### config.mk
export PLATFORM = sky130hd
export DESIGN_NAME = m_timer_sched
export DESIGN_NICKNAME = d
export VERILOG_FILES = /design/src/rtl/m_timer_sched_pkg.sv /design/src/rtl/m_timer_chan.sv /design/src/rtl/m_timer_sched.sv
export SDC_FILE = /design/constraint.sdc
export NUM_CORES = 1
export LEC_CHECK = 0
export CELL_PAD_IN_SITES_DETAIL_PLACEMENT = 1
export CELL_PAD_IN_SITES_GLOBAL_PLACEMENT = 2
export CORE_ASPECT_RATIO = 1.2
export CORE_MARGIN = 2
export CORE_UTILIZATION = 34
export CTS_CLUSTER_DIAMETER = 30
export DETAILED_ROUTE_END_ITERATION = 10
export PLACE_DENSITY_LB_ADDON = 0.1
export RECOVER_POWER = 25
export SLEW_MARGIN = 20
export SYNTH_ARGS = -nofsm -noshare
export SYNTH_HDL_FRONTEND = slang
export SYNTH_HIERARCHICAL = 1
export SYNTH_SLANG_ARGS = --single-unit
### constraint.sdc
create_clock -name clk -period 2.1 [get_ports clk]
set_input_delay 0.42 -clock clk [delete_from_list [all_inputs] [get_ports clk]]
set_output_delay 0.42 -clock clk [all_outputs]
set_load 0.03 [all_outputs]
### src/rtl/m_timer_sched_pkg.sv
// Shared encodings for the millisecond timer scheduler: arbiter states and
// channel counting modes.
package m_timer_sched_pkg;

  typedef enum logic {
    ARB_IDLE    = 1'b0,
    ARB_PRESENT = 1'b1
  } arb_state_t;

  localparam logic MODE_ONESHOT  = 1'b0;
  localparam logic MODE_PERIODIC = 1'b1;

endpackage

### src/rtl/m_timer_chan.sv
// One countdown channel: counter, mode, busy, pending-event and sticky
// overrun state, advanced by the shared millisecond tick.
module m_timer_chan
  import m_timer_sched_pkg::*;
#(
  parameter int CW = 16
) (
  input  logic          clk,
  input  logic          rst_n,
  input  logic          load,
  input  logic          stop,
  input  logic          mode_in,
  input  logic [CW-1:0] period_in,
  input  logic          tick,
  input  logic          ack_clr,
  output logic          busy,
  output logic          pending,
  output logic          ovf
);

  logic [CW-1:0] cnt;
  logic [CW-1:0] period;
  logic          mode;
  logic          expire;

  // A config in the same cycle suppresses the tick, so expiry never races a reload.
  assign expire = tick && busy && !load && !stop && (cnt == CW'(1));

  always_ff @(posedge clk) begin
    // NOTE: reset is sampled on the clock edge; every state bit, including
    // the counter and stored period, gets a defined value here.
    if (!rst_n) begin
      cnt     <= '0;
      period  <= '0;
      mode    <= MODE_ONESHOT;
      busy    <= 1'b0;
      pending <= 1'b0;
      ovf     <= 1'b0;
    end else begin
      // NOTE: non-blocking assignments throughout, so every branch reads the
      // pre-edge values of cnt/busy/pending regardless of statement order.
      if (load) begin
        cnt    <= period_in;
        period <= period_in;
        mode   <= mode_in;
        busy   <= 1'b1;
      end else if (stop) begin
        cnt  <= '0;
        busy <= 1'b0;
      end else if (tick && busy) begin
        if (cnt == CW'(1)) begin
          if (mode == MODE_PERIODIC) begin
            cnt <= period;
          end else begin
            cnt  <= '0;
            busy <= 1'b0;
          end
        end else begin
          cnt <= cnt - CW'(1);
        end
      end

      // A new expiry outranks an ack landing in the same cycle.
      if (expire)       pending <= 1'b1;
      else if (ack_clr) pending <= 1'b0;

      if (load || stop)                       ovf <= 1'b0;
      else if (expire && pending && !ack_clr) ovf <= 1'b1;
    end
  end

endmodule

### src/rtl/m_timer_sched.sv
// Multi-channel millisecond timer: config decode, NCH countdown channels and
// a round-robin arbiter presenting one expiry event at a time.
module m_timer_sched
  import m_timer_sched_pkg::*;
#(
  parameter int NCH = 4,
  parameter int CW  = 16
) (
  input  logic                   clk,
  input  logic                   rst_n,
  input  logic                   tick_in,
  input  logic                   cfg_valid,
  output logic                   cfg_ready,
  input  logic [$clog2(NCH)-1:0] cfg_ch,
  input  logic                   cfg_en,
  input  logic                   cfg_mode,
  input  logic [CW-1:0]          cfg_period,
  output logic                   evt_valid,
  output logic [$clog2(NCH)-1:0] evt_ch,
  input  logic                   evt_ack,
  output logic [NCH-1:0]         busy,
  output logic [NCH-1:0]         ovf
);

  localparam int CHW = $clog2(NCH);

  arb_state_t     state;
  logic [CHW-1:0] last;
  logic [CHW-1:0] pick;
  logic [NCH-1:0] pending;
  logic [NCH-1:0] ack_clr;
  logic [NCH-1:0] load;
  logic [NCH-1:0] stop;
  logic           accept;
  logic           zero_period;

  always_ff @(posedge clk) begin
    if (!rst_n) cfg_ready <= 1'b0;
    else        cfg_ready <= 1'b1;
  end

  assign accept      = cfg_valid && cfg_ready;
  assign zero_period = (cfg_period == '0);

  for (genvar i = 0; i < NCH; i++) begin : g_chan
    assign load[i] = accept && (cfg_ch == CHW'(i)) && cfg_en && !zero_period;
    assign stop[i] = accept && (cfg_ch == CHW'(i)) && (!cfg_en || zero_period);

    m_timer_chan #(.CW(CW)) u_chan (
      .clk       (clk),
      .rst_n     (rst_n),
      .load      (load[i]),
      .stop      (stop[i]),
      .mode_in   (cfg_mode),
      .period_in (cfg_period),
      .tick      (tick_in),
      .ack_clr   (ack_clr[i]),
      .busy      (busy[i]),
      .pending   (pending[i]),
      .ovf       (ovf[i])
    );
  end

  // Scan last+1, last+2, ... modulo NCH; the sum is one bit wider so the
  // wrap works for non-power-of-two channel counts.
  always_comb begin
    logic [CHW:0] s;
    logic         found;
    // NOTE: defaults before the loop keep this purely combinational.
    pick  = '0;
    found = 1'b0;
    s     = '0;
    for (int i = 1; i <= NCH; i++) begin
      s = {1'b0, last} + (CHW+1)'(i);
      if (s >= (CHW+1)'(NCH)) s = s - (CHW+1)'(NCH);
      if (!found && pending[s[CHW-1:0]]) begin
        pick  = s[CHW-1:0];
        found = 1'b1;
      end
    end
  end

  always_comb begin
    ack_clr = '0;
    if (state == ARB_PRESENT && evt_ack) ack_clr[evt_ch] = 1'b1;
  end

  always_ff @(posedge clk) begin
    if (!rst_n) begin
      state     <= ARB_IDLE;
      evt_valid <= 1'b0;
      evt_ch    <= '0;
      last      <= CHW'(NCH - 1);
    end else begin
      case (state)
        ARB_IDLE: begin
          if (|pending) begin
            state     <= ARB_PRESENT;
            evt_valid <= 1'b1;
            evt_ch    <= pick;
          end
        end
        ARB_PRESENT: begin
          if (evt_ack) begin
            state     <= ARB_IDLE;
            evt_valid <= 1'b0;
            last      <= evt_ch;
          end
        end
        default: state <= ARB_IDLE;
      endcase
    end
  end

endmodule
==> key figures <==
Status
  – Status: complete, but fails checks
  – Failing checks: setup timing

Worst setup path
  – CP Data Required Time: 2.46 ns
  – Crit-path slowest cell: or4b_4
  – Cell Chain, Critical Path: inv_2 -> ha_4 -> or4b_4 -> or4_4 -> buf_6 -> or3b_4 -> a41oi_2
  – CP Class: reg2reg
  – Worst setup SP type: flop
  – CP Max Fanout: 2
  – Crit end category: flop
  – Peak per-stage delay on the critical path: 0.47 ns
  – Worst Path Arrival: 2.53 ns

Clocking
  – Bufs on Longest Clock Path: 2
  – Register clock-pin slew on the reported worst setup and hold paths: 0.07 ns
  – Clk sinks: 151
  – CTS tree: yes
  – Hold Buf Count CTS: 0
  – Clock latency on the worst-skew pair: 0.44 ns
  – Htree depth: 4
  – TritonCTS Buffers: 17
  – Root Driver: clkbuf_16

Placed design
  – Pre-CTS setup slack: -0.907 ns
  – Detail Placement HPWL: 24300 um
  – Buffers on Ports: 36
  – Final Wtd Congestion: 0.853

Synthesis
  – Seq/Total Area, Yosys: 35.9%
  – Most used flip-flop cell after synthesis: dfxtp_1
  – Cell Area, Synth: 8410 sq um
  – Mapped Nets: 1059
  – Ys Warns: 6
  – Post-synth top area share: 35.9%
  – Asr flop ratio synth: 0%
  – Biggest area consumer among synthesized cells: dfxtp_1
  – Yosys cell types: 57
  – Synthesized area per cell: 8.20 sq um
  – Post-synth EDFFs: 0
  – Cell with the most instances after synthesis: dfxtp_1
  – Synth Register Bits: 151
  – Commonest cells in the netlist: dfxtp_1 (151), nor2_1 (81), a21oi_1 (79)
  – Synth top area cells: dfxtp_1 (36%), mux2i_1 (5.8%), a21oi_1 (4.7%), o21ai_0 (3.6%), nor2_1 (3.6%)
  – Cells after Synth: 1026

Timing
  – Slew Limit Fails: 0
  – Final Skew: 0.00817 ns
  – Fin crit share: 103%
  – Final setup viols: 8
  – Max-slew headroom: 58.7%
  – Min cycle time layout: 2.17 ns
  – Worst setup margin: -0.0652 ns
  – Final Hold Fails: 0
  – Fmax: 462 MHz
  – RSZ-0062 raised after global routing: true
  – Worst-Margin Slew: 0.614 ns

Floorplan
  – Die Y: 176 um
  – Die area: 26000 sq um
  – I/O pins: 37
  – Starting density of the core: 34.3%
  – # rows: 63
  – Core area: 24500 sq um
  – Die W: 148 um

GRT
  – GRT Residual Overflow: 0
  – Global route hottest layer: met2
  – Largest net degree at the start of global routing: 32
  – Initial antenna violation count: 0
  – M3 GR Usage: 4.50%
  – Met2 track demand over resource: 45.0%
  – Vias in the first global route: 9319
  – First-pass GRT wire length: 53000 um
  – All-Layer GR Usage: 26.3%
  – Met1 Usage GRT: 33.3%

Detailed routing
  – 1st-iter DRT viols: 470
  – Routed WL: 34800 um
  – DR vias/cell: 5.80
  – DRC viols: 0
  – Antenna viol nets, final: 0
  – Via count: 9124
  – Routed WL per cell: 22.1 um
  – Drt first pass iters: 5

Layout
  – Layout cells sized above 1: 31.8%
  – ANT cells: 0
  – Layout Area Growth over Synthesis: 42.2%
  – Final nets: 1269

Power and ir drop
  – Lkg Pwr: 4.68 nW
  – Final Power: 8.56 mW
  – PwrDens: 716 nW/um^2
  – Peak VDD IR: 0.574 mV

Hold path
  – Hold/Removal Path Class: in2reg

Run
  – Max cap viols: 0
registers in the layout (all words and copies together) (netlist names), 2 cells and up:
| signal | count |
|---|---|
| evt_ch | 2 |
| g_chan.u_chan/ovf | 4 |
| g_chan.u_chan/busy | 4 |
| g_chan.u_chan/cnt | 64 |
| g_chan.u_chan/period | 64 |
| g_chan.u_chan/pending | 4 |
| g_chan.u_chan/mode | 4 |
| last | 2 |
metal layers:
layer	part of all wire (%)	wire, um
met5	0	0
met4	2.9	993
met1	44	15400
met2	49	17000
met3	4.1	1420
power by group:
group / leakage (nW) / switching, mW / internal, mW
clock network: 0.297 / 1.33 / 2.01
logic: 3.15 / 1.19 / 0.970
registers: 1.23 / 0.0792 / 2.99
total: 4.68 / 2.60 / 5.97
logic make-up after synthesis:
family | share of synthesized area (%)
adders and majority gates | 1.19
xor gates and xnor gates | 1.25
muxes | 5.83
and+or+nand+nor | 24.2
DFF | 35.9
buffers and inverters | 5.01
AOI/OAI and AO/OA | 26.6
placed cells by master, fill, tap and decap left out, drive strengths merged, types with 9 or more instances in the layout:
cell type / count
a21oi: 79
a22oi: 16
a31oi: 36
a41oi: 16
and2: 9
buf: 251
clkbuf: 24
clkdlybuf4s50: 15
dfxtp: 151
inv: 21
mux2i: 49
nand2: 72
nand2b: 30
nand3: 22
nand4: 22
nor2: 82
nor2b: 9
nor3: 29
nor4: 31
o211ai: 14
o21ai: 61
o31a: 16
o31ai: 12
o32ai: 16
or3: 16
or4: 16
final timing paths:
kind                                             from                                  endpoint  slack (ns)  depth (start not counted)
min reg2reg  g_chan[3].u_chan/period[10]$_SDFFE_PN0P_  g_chan[3].u_chan/period[10]$_SDFFE_PN0P_        0.47                          2
max reg2reg      g_chan[1].u_chan/cnt[1]$_SDFFE_PN0P_      g_chan[1].u_chan/cnt[0]$_SDFFE_PN0P_       -0.07                          7
max              g_chan[1].u_chan/cnt[1]$_SDFFE_PN0P_      g_chan[1].u_chan/cnt[0]$_SDFFE_PN0P_       -0.07                          7
min                                             rst_n     g_chan[2].u_chan/cnt[11]$_SDFFE_PN0P_        0.28                          3
repair_timing:
| action | CTS | global route |
|---|---|---|
| cloned | 0 | 2 |
| pin swaps | 15 | 29 |
| buffers inserted | 9 | 13 |
| setup endpoints to repair | 120 | 65 |
| resized for setup | 108 | 90 |
area by class of cell:
| class | instances | area (sq um) |
|---|---|---|
| flip-flops and latches | 151 | 3030 |
| clock inverters | 9 | 139 |
| inverters | 19 | 71.3 |
| clock buffers | 23 | 488 |
| fillers | 2895 | 12600 |
| repair buffers | 280 | 2330 |
| multi-input cells | 767 | 5490 |
| well taps | 325 | 407 |
critical path, delay by kind of cell, from the launching register on:
kind,cells,cell delay [ns]
AOI/OAI and AO/OA,1,0.12
adders and majority gates,1,0.13
buffers and inverters,2,0.21
DFF,1,0.32
and+or+nand+nor,3,1.31
through the flow:
step	cell area, sq um	utilization (%)	hold slack [ns]	TNS, ns	cells
after floorplan	8490	-	0.446	-0.480	1026
after global placement	10600	43.2	0.454	-93.95	1520
after detailed placement	10600	43.2	0.462	-91.64	1520
after CTS	11500	46.9	0.275	-0.198	1559
after global routing	12000	48.8	0.278	-1.69	1574
final	12000	48.8	0.276	-0.284	1574
No activity file was read; power rests on OpenSTA's default activity.
==> RTL edit (config.mk and constraints unchanged) <==
The parameter `NCH` goes from 4 to 2.
--- a/src/rtl/m_timer_sched.sv
+++ b/src/rtl/m_timer_sched.sv
@@ -4,5 +4,5 @@
   import m_timer_sched_pkg::*;
 #(
-  parameter int NCH = 4,
+  parameter int NCH = 2,
   parameter int CW  = 16
 ) (
Interface: changed (resized busy, cfg_ch, evt_ch and ovf); port bits go from 37 to 31. The function was not compared with the original's and may differ.
==> RTL edit against the unedited design <==
- the run still ends with negative setup slack left
- design area down 44%
- sequential cell count down 74
- fmax down 8.2%
- critical endpoint is now g_chan[1].u_chan/cnt[4]$_SDFFE_PN0P_
- die area down 49%
- first-iteration DRC count down 56%
- power down 44%
- synthesized area down 50%
- clock skew down 5.2 ps
- routed wire length down 48%
- largest cell class unchanged
- critical path type is now primary input to flop
- setup slack worse by 190 ps
- critical path depth up 2
==> RTL edit: results (changes against the unedited design) <==
<table>
<tr><th>Metric</th><th>Value</th></tr>
<tr><th colspan="2">Drt</th></tr>
<tr><td>Via density per instance</td><td>5.74 (was 5.80)</td></tr>
<tr><td>Aggregate routed wire length</td><td>18200 um (was 34800 um)</td></tr>
<tr><th colspan="2">GRT</th></tr>
<tr><td>First-pass GRT wire length</td><td>26600 um (was 53000 um)</td></tr>
<tr><td>Via count of the first global-routing pass</td><td>4838 (was 9319)</td></tr>
<tr><th colspan="2">Timing</th></tr>
<tr><td>Final WS setup</td><td>-257 ps (was -65.2 ps)</td></tr>
<tr><td>Endpoints failing setup</td><td>38 (was 8)</td></tr>
<tr><th colspan="2">Setup path</th></tr>
<tr><td>Crit path largest cell delay</td><td>540 ps (was 470 ps)</td></tr>
<tr><td>Max Fanout on Critical Path</td><td>5 (was 2)</td></tr>
<tr><td>Critical path destination</td><td>g_chan[1].u_chan/cnt[4]$_SDFFE_PN0P_ (was g_chan[1].u_chan/cnt[0]$_SDFFE_PN0P_)</td></tr>
<tr><td>Startpoint of the worst setup timing path</td><td>cfg_period[14] (was g_chan[1].u_chan/cnt[1]$_SDFFE_PN0P_)</td></tr>
<tr><th colspan="2">Min path</th></tr>
<tr><td>Worst hold path depth</td><td>2 (was 3)</td></tr>
<tr><th colspan="2">Logic synthesis</th></tr>
<tr><td>Leading cell types by total area after synthesis</td><td>dfxtp_1 36%, mux2i_1 5.7%, a21oi_1 4.5%, o21ai_0 3.7%, nor2_1 3.6% (was dfxtp_1 36%, mux2i_1 5.8%, a21oi_1 4.7%, o21ai_0 3.6%, nor2_1 3.6%)</td></tr>
<tr><td>Adder-Cell Fraction of Synth Area</td><td>1.18% (was 1.19%)</td></tr>
<tr><td>Multiplexer fraction of the synthesized cell area</td><td>5.68% (was 5.83%)</td></tr>
<tr><th colspan="2">Layout</th></tr>
<tr><td>Final #Nets</td><td>684 (was 1269)</td></tr>
<tr><td>Registers with the most flip-flops</td><td>g_chan.u_chan/cnt: 32 flops, g_chan.u_chan/period: 32 flops (was g_chan.u_chan/cnt: 64 flops, g_chan.u_chan/period: 64 flops)</td></tr>
<tr><th colspan="2">Placed design</th></tr>
<tr><td>Routability cong.</td><td>0.866 (was 0.853)</td></tr>
<tr><th colspan="2">CTS</th></tr>
<tr><td>Depth of the CTS H-tree</td><td>3 (was 4)</td></tr>
<tr><th colspan="2">Status</th></tr>
<tr><td>Outcome</td><td>finished, violations left (unchanged)</td></tr>
<tr><td>Failing checks</td><td>negative setup slack (unchanged)</td></tr>
</table>
## RTL edit: cell families (layout without fill, tap and decap cells)
family | Yosys count | count (layout)
compound gates | 165 | 165
fa+ha+maj | 4 | 4
simple gates | 184 | 185
mux | 24 | 24
flops | 77 | 77
xor+xnor | 6 | 6
buf+inv | 53 | 199
## RTL edit: worst min-delay path by stage
stage                                                   from                                  endpoint  slack, ps
floorplan                                  last$_SDFFE_PN1N_                         last$_SDFFE_PN1N_        440
global placement                      evt_valid$_SDFFE_PN0P_                    evt_valid$_SDFFE_PN0P_        440
detailed placement                    evt_valid$_SDFFE_PN0P_                    evt_valid$_SDFFE_PN0P_        460
CTS                                   evt_valid$_SDFFE_PN0P_                    evt_valid$_SDFFE_PN0P_        470
global route        g_chan[1].u_chan/period[10]$_SDFFE_PN0P_  g_chan[1].u_chan/period[10]$_SDFFE_PN0P_        490
finish              g_chan[0].u_chan/period[10]$_SDFFE_PN0P_  g_chan[0].u_chan/period[10]$_SDFFE_PN0P_        470
## RTL edit: per-stage QoR
stage	instance area (um^2)	instances	util, %	setup WS [ps]
global route	6720	821	55.5	-303
global placement	5550	776	45.8	-912
detailed placement	5550	776	45.8	-967
finish	6720	821	55.5	-257
CTS	6270	808	51.8	-174
floorplan	4360	513	-	-397
## RTL edit: area by class of cell
type	instances	area, um^2
repair buffers	175	1560
well taps	161	201
clock inverters	3	67.6
fillers	1376	5390
flip-flops and latches	77	1550
inverters	9	33.8
clock buffers	12	267
multi-input cells	384	3050
## RTL edit: routing by layer
metal	global-route usage [%]	wire [um]	vias to the layer above
met5	0	0	-
met4	8.75	664	0
met3	2.48	425	41
met2	47.2	9650	92
met1	30.9	7430	2348
li1	-	-	2234
## RTL edit: power by group
group | switching [W] | internal (W)
clock network | 0.000637 | 0.00113
logic | 0.000746 | 0.000656
registers | 0.0000512 | 0.00154
## RTL edit: worst max-delay path, delay by kind of cell
family,cells,cell delay (ps)
simple gates,4,940
compound gates,3,970
buf+inv,2,230
## RTL edit: timing repair
item,CTS,global route
buffers inserted,18,14
setup endpoints to repair,72,53
gates resized for setup,147,83
pin swaps,44,38
gates cloned,1,3
